### src/rtl/alu_issue_if.sv
// Job-side and lane-side signal bundle of the dual-lane ALU issue buffer.
// The buffer uses the slave modport; the job source and lane consumer use master.
interface alu_issue_if #(
   parameter int N     = 16,
   parameter int OPN   = 3,
   parameter int DEPTH = 8,
   parameter int TAGW  = 4
);
   localparam int LW = $clog2(DEPTH) + 1;

   logic            in_valid;
   logic            in_ready;
   logic [N-1:0]    in_a;
   logic [N-1:0]    in_b;
   logic [N-1:0]    in_c;
   logic [OPN-1:0]  in_op1;
   logic [OPN-1:0]  in_op2;
   logic            stall;

   logic [N-1:0]    a_0;
   logic [N-1:0]    b_0;
   logic [N-1:0]    c_0;
   logic [OPN-1:0]  op1_0;
   logic [OPN-1:0]  op2_0;
   logic [N-1:0]    a_1;
   logic [N-1:0]    b_1;
   logic [N-1:0]    c_1;
   logic [OPN-1:0]  op1_1;
   logic [OPN-1:0]  op2_1;
   logic            iss_vld_0;
   logic            iss_vld_1;
   logic            res_vld_0;
   logic            res_vld_1;
   logic [TAGW-1:0] res_tag_0;
   logic [TAGW-1:0] res_tag_1;
   logic [LW-1:0]   level;

   modport slave (
      input  in_valid, in_a, in_b, in_c, in_op1, in_op2, stall,
      output in_ready,
      output a_0, b_0, c_0, op1_0, op2_0,
      output a_1, b_1, c_1, op1_1, op2_1,
      output iss_vld_0, iss_vld_1, res_vld_0, res_vld_1,
      output res_tag_0, res_tag_1, level
   );

   modport master (
      output in_valid, in_a, in_b, in_c, in_op1, in_op2, stall,
      input  in_ready,
      input  a_0, b_0, c_0, op1_0, op2_0,
      input  a_1, b_1, c_1, op1_1, op2_1,
      input  iss_vld_0, iss_vld_1, res_vld_0, res_vld_1,
      input  res_tag_0, res_tag_1, level
   );
endinterface

### src/rtl/alu_issue.sv
// Dual-lane issue buffer: FIFO of ALU jobs, up to two issued per cycle (oldest on lane 0),
// with a LAT-deep {valid, tag} shadow pipeline marking which z_0/z_1 results are real.
module alu_issue #(
   parameter int N     = 16,
   parameter int OPN   = 3,
   parameter int DEPTH = 8,
   parameter int LAT   = 3,
   parameter int TAGW  = 4
) (
   input  logic        clk,
   input  logic        rst,
   alu_issue_if.slave  bus
);
   localparam int PW = $clog2(DEPTH);
   localparam int LW = PW + 1;

   typedef struct packed {
      logic [OPN-1:0] op1;
      logic [OPN-1:0] op2;
      logic [N-1:0]   a;
      logic [N-1:0]   b;
      logic [N-1:0]   c;
   } job_t;

   typedef struct packed {
      logic            vld;
      logic [TAGW-1:0] tag;
   } trk_t;

   job_t mem [DEPTH];

   logic [PW-1:0]   wr_ptr_q, wr_ptr_d;
   logic [PW-1:0]   rd_ptr_q, rd_ptr_d;
   logic [LW-1:0]   level_q, level_d;
   logic [TAGW-1:0] tag_q, tag_d;
   job_t            lane_q [2];
   job_t            lane_d [2];
   trk_t            iss_q  [2];
   trk_t            iss_d  [2];
   trk_t            pipe_q [2][LAT];
   trk_t            pipe_d [2][LAT];

   logic            push;
   logic [1:0]      k;
   job_t            in_job;

   assign in_job = '{op1: bus.in_op1, op2: bus.in_op2, a: bus.in_a, b: bus.in_b, c: bus.in_c};

   // Issue count comes from the registered level only, so a job pushed this edge waits one cycle.
   always_comb begin
      push     = bus.in_valid && (level_q < LW'(DEPTH));
      k        = 2'd0;
      if (!bus.stall) begin
         k = (level_q >= LW'(2)) ? 2'd2 : level_q[1:0];
      end
      wr_ptr_d = wr_ptr_q + PW'(push);
      rd_ptr_d = rd_ptr_q + PW'(k);
      level_d  = level_q + LW'(push) - LW'(k);
      tag_d    = tag_q + TAGW'(k);

      lane_d[0] = '0;
      lane_d[1] = '0;
      iss_d[0]  = '0;
      iss_d[1]  = '0;
      if (k != 2'd0) begin
         lane_d[0] = mem[rd_ptr_q];
         iss_d[0]  = '{vld: 1'b1, tag: tag_q};
      end
      if (k == 2'd2) begin
         lane_d[1] = mem[rd_ptr_q + PW'(1)];
         iss_d[1]  = '{vld: 1'b1, tag: tag_q + TAGW'(1)};
      end
   end

   // The tracking pipeline runs freely: the ALU itself never stalls.
   always_comb begin
      for (int l = 0; l < 2; l++) begin
         for (int s = 0; s < LAT; s++) begin
            pipe_d[l][s] = (s == 0) ? iss_q[l] : pipe_q[l][(s == 0) ? 0 : s - 1];
         end
      end
   end

   always_ff @(posedge clk) begin
      if (push) begin
         mem[wr_ptr_q] <= in_job;
      end
   end

   always_ff @(posedge clk or posedge rst) begin
      if (rst) begin
         wr_ptr_q <= '0;
         rd_ptr_q <= '0;
         level_q  <= '0;
         tag_q    <= '0;
         for (int l = 0; l < 2; l++) begin
            lane_q[l] <= '0;
            iss_q[l]  <= '0;
            for (int s = 0; s < LAT; s++) begin
               pipe_q[l][s] <= '0;
            end
         end
      end else begin
         wr_ptr_q <= wr_ptr_d;
         rd_ptr_q <= rd_ptr_d;
         level_q  <= level_d;
         tag_q    <= tag_d;
         for (int l = 0; l < 2; l++) begin
            lane_q[l] <= lane_d[l];
            iss_q[l]  <= iss_d[l];
            for (int s = 0; s < LAT; s++) begin
               pipe_q[l][s] <= pipe_d[l][s];
            end
         end
      end
   end

   assign bus.in_ready  = (level_q < LW'(DEPTH));
   assign bus.level     = level_q;
   assign bus.a_0       = lane_q[0].a;
   assign bus.b_0       = lane_q[0].b;
   assign bus.c_0       = lane_q[0].c;
   assign bus.op1_0     = lane_q[0].op1;
   assign bus.op2_0     = lane_q[0].op2;
   assign bus.a_1       = lane_q[1].a;
   assign bus.b_1       = lane_q[1].b;
   assign bus.c_1       = lane_q[1].c;
   assign bus.op1_1     = lane_q[1].op1;
   assign bus.op2_1     = lane_q[1].op2;
   assign bus.iss_vld_0 = iss_q[0].vld;
   assign bus.iss_vld_1 = iss_q[1].vld;
   assign bus.res_vld_0 = pipe_q[0][LAT-1].vld;
   assign bus.res_vld_1 = pipe_q[1][LAT-1].vld;
   assign bus.res_tag_0 = pipe_q[0][LAT-1].tag;
   assign bus.res_tag_1 = pipe_q[1][LAT-1].tag;
endmodule

### src/flat_wrapper.sv
// flat-port wrapper written by rule: the top's interface ports become plain ports
module alu_issue_flat 
#(
   parameter int N     = 16,
   parameter int OPN   = 3,
   parameter int DEPTH = 8,
   parameter int LAT   = 3,
   parameter int TAGW  = 4
)
  (clk, rst, bus_in_valid, bus_in_a, bus_in_b, bus_in_c, bus_in_op1, bus_in_op2, bus_stall, bus_in_ready, bus_a_0, bus_b_0, bus_c_0, bus_op1_0, bus_op2_0, bus_a_1, bus_b_1, bus_c_1, bus_op1_1, bus_op2_1, bus_iss_vld_0, bus_iss_vld_1, bus_res_vld_0, bus_res_vld_1, bus_res_tag_0, bus_res_tag_1, bus_level);
  alu_issue_if #(.N(N), .OPN(OPN), .DEPTH(DEPTH), .TAGW(TAGW)) bus_i ();
  input  logic clk;
  input  logic rst;
  input wire logic [$bits(bus_i.in_valid)-1:0] bus_in_valid;
  input wire logic [$bits(bus_i.in_a)-1:0] bus_in_a;
  input wire logic [$bits(bus_i.in_b)-1:0] bus_in_b;
  input wire logic [$bits(bus_i.in_c)-1:0] bus_in_c;
  input wire logic [$bits(bus_i.in_op1)-1:0] bus_in_op1;
  input wire logic [$bits(bus_i.in_op2)-1:0] bus_in_op2;
  input wire logic [$bits(bus_i.stall)-1:0] bus_stall;
  output wire logic [$bits(bus_i.in_ready)-1:0] bus_in_ready;
  output wire logic [$bits(bus_i.a_0)-1:0] bus_a_0;
  output wire logic [$bits(bus_i.b_0)-1:0] bus_b_0;
  output wire logic [$bits(bus_i.c_0)-1:0] bus_c_0;
  output wire logic [$bits(bus_i.op1_0)-1:0] bus_op1_0;
  output wire logic [$bits(bus_i.op2_0)-1:0] bus_op2_0;
  output wire logic [$bits(bus_i.a_1)-1:0] bus_a_1;
  output wire logic [$bits(bus_i.b_1)-1:0] bus_b_1;
  output wire logic [$bits(bus_i.c_1)-1:0] bus_c_1;
  output wire logic [$bits(bus_i.op1_1)-1:0] bus_op1_1;
  output wire logic [$bits(bus_i.op2_1)-1:0] bus_op2_1;
  output wire logic [$bits(bus_i.iss_vld_0)-1:0] bus_iss_vld_0;
  output wire logic [$bits(bus_i.iss_vld_1)-1:0] bus_iss_vld_1;
  output wire logic [$bits(bus_i.res_vld_0)-1:0] bus_res_vld_0;
  output wire logic [$bits(bus_i.res_vld_1)-1:0] bus_res_vld_1;
  output wire logic [$bits(bus_i.res_tag_0)-1:0] bus_res_tag_0;
  output wire logic [$bits(bus_i.res_tag_1)-1:0] bus_res_tag_1;
  output wire logic [$bits(bus_i.level)-1:0] bus_level;
  assign bus_i.in_valid = bus_in_valid;
  assign bus_i.in_a = bus_in_a;
  assign bus_i.in_b = bus_in_b;
  assign bus_i.in_c = bus_in_c;
  assign bus_i.in_op1 = bus_in_op1;
  assign bus_i.in_op2 = bus_in_op2;
  assign bus_i.stall = bus_stall;
  assign bus_in_ready = bus_i.in_ready;
  assign bus_a_0 = bus_i.a_0;
  assign bus_b_0 = bus_i.b_0;
  assign bus_c_0 = bus_i.c_0;
  assign bus_op1_0 = bus_i.op1_0;
  assign bus_op2_0 = bus_i.op2_0;
  assign bus_a_1 = bus_i.a_1;
  assign bus_b_1 = bus_i.b_1;
  assign bus_c_1 = bus_i.c_1;
  assign bus_op1_1 = bus_i.op1_1;
  assign bus_op2_1 = bus_i.op2_1;
  assign bus_iss_vld_0 = bus_i.iss_vld_0;
  assign bus_iss_vld_1 = bus_i.iss_vld_1;
  assign bus_res_vld_0 = bus_i.res_vld_0;
  assign bus_res_vld_1 = bus_i.res_vld_1;
  assign bus_res_tag_0 = bus_i.res_tag_0;
  assign bus_res_tag_1 = bus_i.res_tag_1;
  assign bus_level = bus_i.level;
  alu_issue #(.N(N), .OPN(OPN), .DEPTH(DEPTH), .LAT(LAT), .TAGW(TAGW)) u_core (.clk(clk), .rst(rst), .bus(bus_i));
endmodule
### config.mk
export PLATFORM = sky130hd
export DESIGN_NAME = alu_issue_flat
export DESIGN_NICKNAME = d
export VERILOG_FILES = /design/src/rtl/alu_issue_if.sv /design/src/rtl/alu_issue.sv /design/src/flat_wrapper.sv
export SDC_FILE = /design/constraint.sdc
export NUM_CORES = 1
export LEC_CHECK = 0
export CAP_MARGIN = 20
export CORE_MARGIN = 2
export CORE_UTILIZATION = 25
export DETAILED_ROUTE_END_ITERATION = 10
export PLACE_DENSITY = 0.43
export SETUP_SLACK_MARGIN = 0.3
export SLEW_MARGIN = 20
export SYNTH_ARGS = -nofsm -noshare
export SYNTH_HDL_FRONTEND = slang
export SYNTH_SLANG_ARGS = --single-unit
### constraint.sdc
create_clock -name clk -period 6.4 [get_ports clk]
set_input_delay 0.64 -clock clk [delete_from_list [all_inputs] [get_ports clk]]
set_output_delay 0.64 -clock clk [all_outputs]
set_load 0.01 [all_outputs]
## Word level (Yosys, flattened, before mapping)

Memories as Yosys holds them, arrays and structs flattened.
Index checks and enable logic that the tools add are counted.

| storage, ports and cells | value |
|---|---|
| flip-flop bits (word level) | 162 |
| memory bits (writable) | 432 |
| input port bits | 58 |
| output and inout port bits | 125 |
| word-level logic and storage cells | 51 |
| memories | 1 |

Memories:

| name | words | bits a word | rd ports | clocked after memory_dff | wr ports | RTL line | RTL |
|---|---|---|---|---|---|---|---|
| u_core.mem | 8 | 54 | 2 | 0 | 1 | alu_issue.sv:30 | `job_t mem [DEPTH];` |

| cells by class | value |
|---|---|
| add/subtract/negate cells | 7 |
| order comparisons | 2 |
| equal/unequal tests | 1 |
| multiplexer cells | 8 |
| reductions and logical operators | 2 |

Operators with widths:

| kind | count |
|---|---|
| 54-bit two-way mux | 2 |
| 5-bit two-way mux | 2 |
| 4-bit by 1-bit adder with 4-bit output | 1 |
| 4-bit by 1-bit adder with 4-bit output, second input constant | 1 |
| 4-bit by 2-bit adder with 4-bit output | 1 |
| 4-bit by 2-bit >= comparator with 1-bit output, second input constant | 1 |
| 4-bit less-than comparator, second input constant | 1 |
| 2-bit two-way mux | 2 |
| 4-bit by 2-bit subtractor with 4-bit output | 1 |
| 3-bit by 1-bit adder with 3-bit output | 1 |
| 3-bit by 1-bit adder with 3-bit output, second input constant | 1 |
| 3-bit by 2-bit adder with 3-bit output | 1 |
| 2-bit equality test, second input constant | 1 |
| 1-bit two-way mux | 2 |
| 2-bit nonzero test | 1 |
| 1-bit logical AND | 1 |

## Depth between registers and ports, before layout

| logic depth | value |
|---|---|
| depth in word-level cells | 5 |
| gate-level depth with buffers | 10 |
| gate-level depth less buffers | 10 |

## Worst setup path before layout

No wires, ideal clock.

| timing path | value |
|---|---|
| path kind | input to register |
| start point | input port bus_in_valid |
| end point | memory u_core.mem[0][0] in the netlist's numbering, enable pin |
| setup time | 532 ps |
| arrival | 4684 ps |
| data required time | 5868 ps |
| path slack | 1184 ps |
| cell stages on the path | 3 |
| path buffers | 0 |
| cells stage by stage | nor2b_1 -> nand2b_1 -> nor3_1 |

| between the ends | value |
|---|---|
| longest elaborated chain between the ends | 3 |

Ends and longest elaborated chain:

| element | RTL line | RTL |
|---|---|---|
| start: declaration | flat_wrapper.sv:14 | `input wire logic [$bits(bus_i.in_valid)-1:0] bus_in_valid;` |
| 1-bit logical AND | alu_issue.sv:51 | `push = bus.in_valid && (level_q < LW'(DEPTH));` |
| 1-bit two-way mux | alu_issue.sv:85 | `if (push) begin` |
| 1-bit two-way mux (implied by the code) | alu_issue.sv:86 | `mem[wr_ptr_q] <= in_job;` |
| end: declaration | alu_issue.sv:30 |  |

No other way between the ends.

==> implementation parameters <==
Parameter                              Value

CTS
  CTS Buffer Depth    3
  Clock tree from TritonCTS    done
  Hold-fix buffers at CTS    0
  Number of buffers inserted by post-CTS setup repair    0
  CTS clk-pin slew, worst paths    approximately 60 ps
  Number of H-tree levels    3
  Clock tree root driver cell    sky130_fd_sc_hd__clkbuf_16
  Inserted Clock Buffers    72
  Clock insertion delay at the later pin of the skew report    between 600 and 700 ps
  Count of instances resized after the clock tree is built    0
  Total clock sinks    just under 600

Drt
  Detail-routed via count per cell    about 4.6
  Top layer used by detailed routing    met5
  Routed met2 length    between 30 and 40 mm
  DRT Wirelength    roughly 64 mm
  Count of TritonRoute iterations in the first routing pass    5
  Post-DR wirelength/cell    24.6 um
  Detailed router's first-iteration violation count    900
  Antenna-violating nets left    0
  DRC viols    0
  Total vias in the final route    roughly 12000
  Met3 Routed Length    3.31 mm
  Wire length the detailed router placed on met1    around 27 mm

Synthesis
  Number of warnings printed during yosys synthesis    0
  Library cells used by synthesis    27
  Mapped Nets    around 1100
  Main flop type after synthesis    sky130_fd_sc_hd__edfxtp_1
  Post-Syn Area    between 20000 and 25000 sq um
  Post-synthesis cell count    1064
  Share of synthesized area occupied by flip-flops and latches    0.715
  Proportion of register bits with asynchronous set or reset after synthesis    0.273
  Mean instance size in the synthesized netlist    between 20 and 25 sq um
  Post-synth EDFFs    approximately 430
  Post-synthesis sequential element count    594

Final layout
  Non-Filler Instances    about 2600
  Layout net count    roughly 1400
  Number of filler cells placed in the layout    approximately 9100
  Share of cells above drive strength 1    0.277
  Fin util    0.312
  Number of diodes    0
  Growth of design area from synthesis to finish    24.1%
  Storage cell area    about 17000 sq um
  Area of the multi-input gates    around 6400 sq um

Pwr
  Power per unit of standard cell area    482 nW/um^2
  Static leakage power    around 10 nW
  Maximum vdd drop    0.000509 V

Min path
  Launch point of the worst hold path    u_core.pipe_d[24]
  Worst hold path class    reg -> reg

Outcome
  Status    complete, no violations

Timing
  Pin slew with the least headroom to its limit    979 ps
  Final max-slew violation count    0
  Setup slack after layout    3060 ps
  Highest attainable clock frequency    between 200 and 300 MHz
  Final cycle utilization of the critical path    0.522
  Number of failing hold endpoints at the final stage    0
  Total Negative Setup Slacks    0 ps
  Setup skew after layout    about 25 ps
  WHS    335 ps
  Worst-case headroom to the max-slew limit    0.348
  RSZ-0062 raised after global routing    no
  Period minus WS final    approximately 3300 ps
  Count of final setup violators    0

Floorplanning
  Std-Cell Core Area    94700 sq um
  Overall die height    about 310 um
  Starting utilization of the core area    0.251
  Total Die Area    97800 sq um
  Std-Cell Rows    113
  X dimension of the die    313 um
  Top-level I/O count    ~180

Critical path
  R2r startpoint    u_core.rd_ptr_q[1]
  Worst setup path category    reg -> reg
  Critical path endpoint category    register
  CP Data Required Time    a little under 7000 ps
  Arrival time at the worst endpoint    around 3800 ps
  Critical path launch point    u_core.rd_ptr_q[1]
  Category of the worst setup path launch point    register
  Delay-heaviest family, CP    flip-flops
  Standard cell with the maximum stage delay on the critical path    sky130_fd_sc_hd__dfrtp_4
  Max incr delay on CP    1000 ps
  Critical Path Fanout Max    45
  Cell-by-cell listing of the critical path    ha_4 > buf_4 > mux4_2 > a22o_1
  CP Buf/Inv Count    1

Global route
  Global-route usage over all layers    0.131
  Maximum number of pins on one net before global-route repair    ~120
  Total global routing overflow    0
  Global-route wire length before repair    approximately 93 mm
  Antenna violations before repair    5
  Vias in the first global route    around 13000

Placed design
  DP Cell Count    2471
  Pre-CTS setup slack    2930 ps
  Detailed-placement wirelength estimate    between 30 and 40 mm
  Number of input and output port buffers inserted    approximately 180
  Placer's final routability congestion estimate    around 0.68

Job
  Max cap viols    0
==> logic make-up after synthesis <==
group	count (synthesis)	share of synthesized area
simple gates	33	0.00830
buf+inv	85	0.0194
fa+ha+maj	16	0.00935
compound gates	111	0.0406
xor+xnor	9	0.00331
mux	216	0.204
flops	594	0.715
==> state kept, by name, indices dropped and copies added, names as in the netlist, 16 cells and up <==
| name | flops |
|---|---|
| u_core.bus.a_1 | 16 |
| u_core.bus.a_0 | 16 |
| u_core.bus.b_0 | 16 |
| u_core.bus.b_1 | 16 |
| u_core.bus.c_0 | 16 |
| u_core.bus.c_1 | 16 |
| u_core.pipe_d | 20 |
| u_core.mem | 432 |
==> path summary, 6_finish.rpt <==
kind | end | slack (ps) | depth (start not counted)
hold / removal | u_core.pipe_d[19] | 340 | 0
max in group asynchronous | u_core.bus.b_0[5] | 4710 | 3
setup / recovery | u_core.bus.op1_1[2] | 3060 | 4
hold reg to reg | u_core.pipe_d[19] | 340 | 0
min in group asynchronous | u_core.pipe_d[4] | 520 | 2
setup reg to reg | u_core.bus.op1_1[2] | 3060 | 4
==> routing by layer <==
metal,up-vias,GRT usage
met1,6631,0.168
met2,300,0.225
met4,10,0.0333
li1,4955,-
met3,97,0.0304
met5,-,0
==> synthesized netlist by cell type, types with 4 or more instances <==
master	n	area share
sky130_fd_sc_hd__a22o_1	108	0.040
sky130_fd_sc_hd__and2_1	4	0.0011
sky130_fd_sc_hd__buf_2	28	0.0059
sky130_fd_sc_hd__buf_4	5	0.0016
sky130_fd_sc_hd__buf_6	12	0.0057
sky130_fd_sc_hd__clkbuf_1	26	0.0041
sky130_fd_sc_hd__dfrtp_1	162	0.17
sky130_fd_sc_hd__edfxtp_1	432	0.54
sky130_fd_sc_hd__ha_1	13	0.0068
sky130_fd_sc_hd__inv_1	14	0.0022
sky130_fd_sc_hd__mux4_2	216	0.20
sky130_fd_sc_hd__nor2_1	10	0.0016
sky130_fd_sc_hd__xnor2_1	4	0.0015
sky130_fd_sc_hd__xor2_1	5	0.0018
==> cells in the final DEF (no fill, tap or decap), types with 4 or more instances in the layout <==
cell type / count
sky130_fd_sc_hd__clkinv_2: 11
sky130_fd_sc_hd__ha_1: 12
sky130_fd_sc_hd__bufinv_16: 5
sky130_fd_sc_hd__clkinv_1: 10
sky130_fd_sc_hd__clkdlybuf4s50_1: 182
sky130_fd_sc_hd__a22o_1: 108
sky130_fd_sc_hd__buf_4: 27
sky130_fd_sc_hd__clkbuf_16: 75
sky130_fd_sc_hd__nor2_1: 4
sky130_fd_sc_hd__buf_12: 4
sky130_fd_sc_hd__xnor2_1: 4
sky130_fd_sc_hd__clkbuf_8: 7
sky130_fd_sc_hd__edfxtp_1: 432
sky130_fd_sc_hd__dfrtp_1: 160
sky130_fd_sc_hd__nor2_4: 6
sky130_fd_sc_hd__clkbuf_1: 15
sky130_fd_sc_hd__mux4_2: 216
sky130_fd_sc_hd__xor2_1: 5
sky130_fd_sc_hd__inv_1: 13
sky130_fd_sc_hd__and2_1: 4
==> area by class of cell <==
class / count / share of cell area
Sequential cell: 594 / 0.576
Multi-Input combinational cell: 385 / 0.217
Timing Repair Buffer: 213 / 0.0712
Clock buffer: 97 / 0.0686
Tap cell: 1265 / 0.0535
Clock inverter: 34 / 0.0116
Inverter: 14 / 0.00203
==> stage by stage <==
stage / instance area, sq um / power (mW)
finish: 29600 / 14.3
global route: 29600 / 15.0
CTS: 29600 / 14.6
detailed placement: 27200 / 10.4
global placement: 27200 / 10.4
floorplan: 23800 / 8.51
==> power by group <==
part	switching, mW	internal (mW)
combinational	2.42	2.55
clock	1.62	2.44
sequential	0.379	4.87
Note: power is estimated with default switching activity, not from simulation.
